### src/rtl/mips_pkg.sv
// Shared MIPS decode constants: opcodes, bubble encoding
// and instruction field positions.
package mips_pkg;

  localparam logic [5:0] OP_BEQ = 6'b000100;
  localparam logic [5:0] OP_BNE = 6'b000101;

  localparam logic [31:0] NOP_INSTR = 32'h0;

  localparam int OP_HI  = 31;
  localparam int OP_LO  = 26;
  localparam int RS_HI  = 25;
  localparam int RS_LO  = 21;
  localparam int RT_HI  = 20;
  localparam int RT_LO  = 16;
  localparam int IMM_HI = 15;
  localparam int IMM_LO = 0;

endpackage

### src/rtl/hazard_unit.sv
// Decode-stage hazard detection and branch operand
// forwarding selects; purely combinational.
module hazard_unit #(
  parameter int REG_AW = 5
) (
  input  logic              validD,
  input  logic              branchD,
  input  logic [REG_AW-1:0] rsD,
  input  logic [REG_AW-1:0] rtD,
  input  logic              RegWriteE,
  input  logic              MemtoRegE,
  input  logic [REG_AW-1:0] WriteRegE,
  input  logic              RegWriteM,
  input  logic              MemtoRegM,
  input  logic [REG_AW-1:0] WriteRegM,
  output logic              fwd_a,
  output logic              fwd_b,
  output logic              hazard
);

  logic e_hit;
  logic m_hit;
  logic lwstall;
  logic brstall;

  always_comb begin
    e_hit = (WriteRegE != '0)
          & ((WriteRegE == rsD) | (WriteRegE == rtD));
    m_hit = (WriteRegM != '0)
          & ((WriteRegM == rsD) | (WriteRegM == rtD));

    fwd_a = RegWriteM & (rsD != '0) & (rsD == WriteRegM);
    fwd_b = RegWriteM & (rtD != '0) & (rtD == WriteRegM);

    lwstall = validD & MemtoRegE & e_hit;
    // Branch compares in D, so any pending EX result or MEM load
    // feeding it is not yet forwardable.
    brstall = branchD
            & ((RegWriteE & e_hit) | (MemtoRegM & m_hit));
    hazard  = lwstall | brstall;
  end

endmodule

### src/rtl/decode_branch_resolve.sv
// IF/ID register with early BEQ/BNE resolution, hazard
// stall generation and saturating event counters.
module decode_branch_resolve
  import mips_pkg::*;
#(
  parameter int DATA_W = 32,
  parameter int REG_AW = 5,
  parameter int CNT_W  = 16
) (
  input  logic              clk,
  input  logic              rst_n,
  input  logic [DATA_W-1:0] PC,
  input  logic [DATA_W-1:0] instruction,
  input  logic [DATA_W-1:0] RD1D,
  input  logic [DATA_W-1:0] RD2D,
  input  logic [DATA_W-1:0] ALUOutM,
  input  logic              RegWriteE,
  input  logic              MemtoRegE,
  input  logic [REG_AW-1:0] WriteRegE,
  input  logic              RegWriteM,
  input  logic              MemtoRegM,
  input  logic [REG_AW-1:0] WriteRegM,
  output logic [DATA_W-1:0] instrD,
  output logic [DATA_W-1:0] PCplus4D,
  output logic              validD,
  output logic [REG_AW-1:0] rsD,
  output logic [REG_AW-1:0] rtD,
  output logic [DATA_W-1:0] PCbranchD,
  output logic              PCSrcD,
  output logic              hazardDetected,
  output logic              FlushE,
  output logic [CNT_W-1:0]  stall_cnt,
  output logic [CNT_W-1:0]  taken_cnt
);

  logic [DATA_W-1:0] instr_q, instr_d;
  logic [DATA_W-1:0] pc4_q, pc4_d;
  logic              valid_q, valid_d;
  logic [CNT_W-1:0]  stall_q, stall_d;
  logic [CNT_W-1:0]  taken_q, taken_d;

  logic [5:0]        op;
  logic              is_beq;
  logic              is_bne;
  logic              branch;
  logic              fwd_a;
  logic              fwd_b;
  logic              hazard;
  logic [DATA_W-1:0] opa;
  logic [DATA_W-1:0] opb;
  logic              cond;
  logic [DATA_W-1:0] offset;

  assign op     = instr_q[OP_HI:OP_LO];
  assign is_beq = (op == OP_BEQ);
  assign is_bne = (op == OP_BNE);
  assign branch = valid_q & (is_beq | is_bne);

  assign instrD   = instr_q;
  assign PCplus4D = pc4_q;
  assign validD   = valid_q;
  assign rsD      = instr_q[RS_HI:RS_LO];
  assign rtD      = instr_q[RT_HI:RT_LO];

  hazard_unit #(
    .REG_AW (REG_AW)
  ) u_hazard (
    .validD    (valid_q),
    .branchD   (branch),
    .rsD       (rsD),
    .rtD       (rtD),
    .RegWriteE (RegWriteE),
    .MemtoRegE (MemtoRegE),
    .WriteRegE (WriteRegE),
    .RegWriteM (RegWriteM),
    .MemtoRegM (MemtoRegM),
    .WriteRegM (WriteRegM),
    .fwd_a     (fwd_a),
    .fwd_b     (fwd_b),
    .hazard    (hazard)
  );

  assign opa  = fwd_a ? ALUOutM : RD1D;
  assign opb  = fwd_b ? ALUOutM : RD2D;
  assign cond = is_beq ? (opa == opb) : (opa != opb);

  assign offset = {{(DATA_W-18){instr_q[IMM_HI]}},
                   instr_q[IMM_HI:IMM_LO], 2'b00};

  assign PCbranchD      = pc4_q + offset;
  assign PCSrcD         = branch & cond & ~hazard;
  assign hazardDetected = hazard;
  assign FlushE         = hazard;
  assign stall_cnt      = stall_q;
  assign taken_cnt      = taken_q;

  always_comb begin
    instr_d = instr_q;
    pc4_d   = pc4_q;
    valid_d = valid_q;
    stall_d = stall_q;
    taken_d = taken_q;

    unique case (1'b1)
      hazard: ;
      PCSrcD: begin
        instr_d = DATA_W'(NOP_INSTR);
        pc4_d   = '0;
        valid_d = 1'b0;
      end
      default: begin
        instr_d = instruction;
        pc4_d   = PC + DATA_W'(4);
        valid_d = 1'b1;
      end
    endcase

    if (hazard && (stall_q != '1)) stall_d = stall_q + 1'b1;
    if (PCSrcD && (taken_q != '1)) taken_d = taken_q + 1'b1;
  end

  always_ff @(posedge clk or negedge rst_n) begin
    if (!rst_n) begin
      instr_q <= '0;
      pc4_q   <= '0;
      valid_q <= 1'b0;
      stall_q <= '0;
      taken_q <= '0;
    end else begin
      instr_q <= instr_d;
      pc4_q   <= pc4_d;
      valid_q <= valid_d;
      stall_q <= stall_d;
      taken_q <= taken_d;
    end
  end

endmodule
### config.mk
export PLATFORM = sky130hd
export DESIGN_NAME = decode_branch_resolve
export DESIGN_NICKNAME = d
export VERILOG_FILES = /design/src/rtl/mips_pkg.sv /design/src/rtl/hazard_unit.sv /design/src/rtl/decode_branch_resolve.sv
export SDC_FILE = /design/constraint.sdc
export NUM_CORES = 1
export LEC_CHECK = 0
export ABC_AREA = 1
export BUFFER_PORTS_ARGS = -buffer_cell sky130_fd_sc_hd__buf_2
export CORE_MARGIN = 2
export CORE_UTILIZATION = 30
export CTS_CLUSTER_SIZE = 16
export DETAILED_ROUTE_END_ITERATION = 8
export PLACE_DENSITY = 0.51
export SLEW_MARGIN = 10
export SYNTH_ARGS = -nofsm -noshare
export SYNTH_HDL_FRONTEND = slang
export SYNTH_SLANG_ARGS = --single-unit
### constraint.sdc
create_clock -name clk -period 3 [get_ports clk]
set_input_delay 0.15 -clock clk [delete_from_list [all_inputs] [get_ports clk]]
set_output_delay 0.15 -clock clk [all_outputs]
set_load 0.02 [all_outputs]
## Yosys cells after proc, flatten, opt, wreduce, memory -nomap -nowiden

Cells that the tools add are included.

- Register bits: 97
- Bits of input ports: 176
- Output and inout port bits: 142
- Word-level logic and storage cells: 53

- $add $sub $neg: 4
- Equality and inequality tests: 12
- Muxes and demuxes: 6
- Bitwise logic cells: 20
- Reductions and logical operators: 6

Operator list:

| cell | number |
|---|---|
| 32-bit one-hot mux with 2 select lines | 2 |
| 32-bit 2-to-1 mux | 2 |
| 16-bit by 1-bit adder with 16-bit output, second input constant | 2 |
| 32-bit by 3-bit adder with 32-bit output, second input constant | 1 |
| 32-bit adder | 1 |
| 32-bit == test | 1 |
| 16-bit != test, second input constant | 2 |
| 32-bit != test | 1 |
| 5-bit == test | 6 |
| 5-bit nonzero test | 4 |
| 1-bit bitwise AND | 14 |
| 6-bit by 3-bit == test with 1-bit output, second input constant | 2 |
| 1-bit bitwise OR | 5 |
| 1-bit logical AND | 2 |
| 1-bit one-hot mux with 2 select lines | 1 |
| 1-bit 2-to-1 mux | 1 |
| 1-bit NOT | 1 |

## Logic depth before layout (Yosys ltp)

- Word-level depth: 10
- Depth in mapped cells: 23

## Cells and area by module

From an unflattened synthesis, not the netlist that was laid out.

- Cells, all modules: 1564
- Area, all modules: 9346.5 µm²

By module, submodules not included:

| module | times used | cells each | area an instance (µm²) | seq. area each (µm²) |
|---|---|---|---|---|
| decode_branch_resolve | 1 | 1464 | 8921.1 | 2427.3 |
| hazard_unit | 1 | 100 | 425.4 | 0.0 |

## Worst setup path before layout

OpenSTA, ideal clock, no wires.

- Kind: register -> output
- Start point: reg pc4_q[2], in the netlist PCplus4D[2]
- End point: out PCbranchD[28]
- Arrival time: 2.818 ns
- Data required time: 2.850 ns
- Setup slack: 0.032 ns
- Stages on the path, launching flop included: 18
- Path through: dfrtp_1 ha_1 inv_1 fa_1 o21ai_0 nand2_1 nand3_1 nand3_1 nand2_1 a21oi_1 inv_1 nand2_1 nand2_1 a21boi_0 o21ai_0 nand2_1 nand2_1 xor2_1

- Cells in the longest elaborated chain, start to end: 1

Ends and longest elaborated chain:

| item | RTL line | text |
|---|---|---|
| start: declaration | decode_branch_resolve.sv:37 | `logic [DATA_W-1:0] pc4_q, pc4_d;` |
| start signal: assignment | decode_branch_resolve.sv:131 | `pc4_q <= pc4_d;` |
| 32-bit adder | decode_branch_resolve.sv:90 | `assign PCbranchD = pc4_q + offset;` |
| end: declaration | decode_branch_resolve.sv:28 | `output logic [DATA_W-1:0] PCbranchD,` |

No other way between the ends.

## Worst setup path in the final report

- Start point: reg instr_q[25], in the netlist instrD[25]
- End point: reg instr_q[22], in the netlist instrD[22]

- Cells in the longest elaborated chain, start to end: 10
- Elaborated cells between the ends (all ways): 24
- Classes of those cells: 5 x eq/ne; 3 x mux; 15 x bitwise; 1 x reduce/logical

Ends and longest elaborated chain:

| item | RTL line | text |
|---|---|---|
| start: declaration | decode_branch_resolve.sv:36 | `logic [DATA_W-1:0] instr_q, instr_d;` |
| start signal: assignment | decode_branch_resolve.sv:130 | `instr_q <= instr_d;` |
| branches (longest 10 deep; another with 32-bit 2-to-1 mux) | - |  |

Several ways; the timed one is not identified.
A chain may end at the register's enable or synchronous reset.

==> results.toml <==
[global_route]
grt_pass1_wl_microns = 52000
grt_pass1_vias = 10100
grt_max_degree = 50
grt_usage_pct = 20.8
grt_antenna_before_repair = 7
grt-ovfl-total = 0

[logic_synthesis]
ys_warn_count = 0
ys_seq_area_share_pct = 26.8
synth_edf_count = 0
synth_nets = 1666
avgSynthCellArea_sq_um = 6.21
ys_async_sr_fraction_pct = 100
yosysUniqueCellTypes = 42
syn_inst = 1457
synth-seq-cells = 97
syn_area_sq_um = 9050
synth-main-ff-cell = "dfrtp_1"

[final_layout]
fin_util_pct = 43.7
nNetsFinal = 2036
fin_cells = 2226
area_growth_pct = 43.2
final_common_cell = "nand2_1"
drive_gt1_share_pct = 32.4
mostFrequentLayoutCells = "nand2_1, buf_2, inv_1, dfrtp_1, nand3_1"
fin_area_sq_um = 13000

[critical_path]
endpoint_kind = "flip-flop"
crit_required_ps = 3210
crit_type = "reg2reg"
critPathMaxFanout = 17
critPathLaunchType = "flip-flop"
crit_arrival_ps = 3260

[timing]
fmax_mhz = 328
fin_skew_ps = 10.0
max_slew_margin_pct = 54.3
period_needed_ps = 3050
post-route-period-util_pct = 102
hold_slack_ps = 19.3
setup_tns_ps = -356
tightest_slew_ps = 679
setup_slack_ps = -51.7
setup_viol = 16
slew_viol_final = 0
timing.final.hold_violations = 0
rsz0062_at_grt = "yes"

[die]
die-area_sq_um = 31600
rows = 63
core-area_sq_um = 29600
die_y_microns = 178
start_util_pct = 30.5
die_x_microns = 178
pin_count = 318

[clock_network]
clock_path_buffers = 2
cts.sinks = 97
htreeDepth = 3
path_clk_slew_ps = 70
cts-root-buf = "clkbuf_16"
cts_tree = "yes"
cts_buffers = 9
insertion_delay_ps = 350

[detailed_routing]
wl_microns = 35100
viasPerCell = 4.81
drc_errors = 0
vias = 10700
drtIter0Drc = 743
routedWlPerCell_microns = 15.8
postRouteAntennaNets = 0
drt_first_pass_iters = 5

[placement]
io_buffer_count = 317
gp_congestion = 0.869
dp_cells = 2147
placedInstanceArea_sq_um = 11200
hpwl_microns = 25200

[pwr]
powerDensity_nw_per_um2 = 442
clkPwrFrac_pct = 20.9
p_sw_uw = 2470
intPower_uw = 3260
combinationalPowerShare_pct = 50.6
p_leak_uw = 0.00716
peakVddDrop_mv = 0.324
pwr-share-seq_pct = 28.5
switching_share_pct = 43.1

[outcome]
violations = "negative setup slack"
status = "finished with violations"

[flow_run]
max-cap-violations = 0

[hold_path]
hold_class = "in2reg"
[state kept, by name (all words and copies together) (netlist names)]
register   flops
taken_cnt     16
validD         1
PCplus4D      32
instrD        32
stall_cnt     16
[logic make-up (layout without fill, tap and decap cells)]
logic type	count (synthesis)	count (layout)	share of synthesized area, %
xor gates and xnor gates	75	75	7.26
adders and majority gates	33	33	4.64
AOI/OAI and AO/OA	150	150	9.12
other	0	4	0
DFF	97	97	26.8
and+or+nand+nor	833	834	39.2
buffers and inverters	269	643	12.9
[worst paths after layout]
path                            startpoint             to  slack, ps  depth (start not counted)
max                             instrD[25]     instrD[22]        -50                         22
min reg2reg                  taken_cnt[15]  taken_cnt[15]        500                          2
min                        instruction[10]     instrD[10]         20                          3
min in group asynchronous            rst_n      instrD[4]        370                          2
max reg2reg                     instrD[25]     instrD[22]        -50                         22
max in group asynchronous            rst_n     instrD[15]       1860                          3
[synthesized netlist by cell type, types with 22 or more instances]
cell | count | area [sq um]
a21oi_1 | 32 | 160
buf_4 | 22 | 165
dfrtp_1 | 97 | 2430
ha_1 | 32 | 400
inv_1 | 199 | 747
nand2_1 | 527 | 1980
nand3_1 | 108 | 541
nand4_1 | 64 | 400
nor2_1 | 92 | 345
o21ai_0 | 78 | 390
xnor2_1 | 26 | 228
xor2_1 | 49 | 429
[area by class of cell]
class / instances / area, sq um
Clock inverter: 6 / 66.3
Timing Repair Buffer: 426 / 2990
Tap cell: 390 / 488
Inverter: 201 / 772
Clock buffer: 10 / 239
Antenna cell: 4 / 10.0
Sequential cell: 97 / 2430
Fill cell: 3167 / 16700
Multi-Input combinational cell: 1092 / 5960
[what timing repair did]
| item | in CTS | in global routing |
|---|---|---|
| hold buffers | 2 | 0 |
| hold endpoints to repair | 48 | 0 |
| setup buffers | 14 | 24 |
| resized for setup | 48 | 173 |
| gates cloned | 6 | 15 |
| setup endpoints to repair | 14 | 95 |
| pin swaps | 11 | 45 |
[stage by stage]
stage	setup WS, ps	total power (uW)
CTS	-0.565	5530
detailed placement	19.3	4170
global placement	20.5	4170
finish	-51.7	5730
floorplan	32.0	3180
global route	-255	6140
[layer usage]
metal,vias to the layer above,global-route usage [%],wire length [microns]
li1,5378,-,-
met1,4916,25.9,14600
met2,362,35.4,16900
met3,48,5.29,2840
met4,8,6.22,793
met5,-,0,54
[power groups by stage]
stage	Sequential [uW]	Combinational (uW)	Clock, uW
2_1_floorplan	1800	1380	0
3_3_place_gp	1650	2520	0
3_5_place_dp	1650	2520	0
4_1_cts	1630	2660	1240
5_1_grt	1660	3200	1290
6_report	1630	2900	1200
[worst max-delay path: stages, from the launching register on]
cell	delay, ps
dfrtp_1	420
inv_2	80
nand2_1	60
nand4_1	160
nor2_4	200
buf_6	120
buf_8	130
clkbuf_16	170
nand3_1	80
nand2_1	80
nand2_1	60
nand2_2	90
nand2_2	90
nor2_1	90
nand2_1	50
nor2_1	80
nand2_1	90
nand2_2	100
buf_6	110
nand3_4	180
buf_12	250
nand3_1	90
o21ai_0	100
No activity file was read; power rests on OpenSTA's default activity.
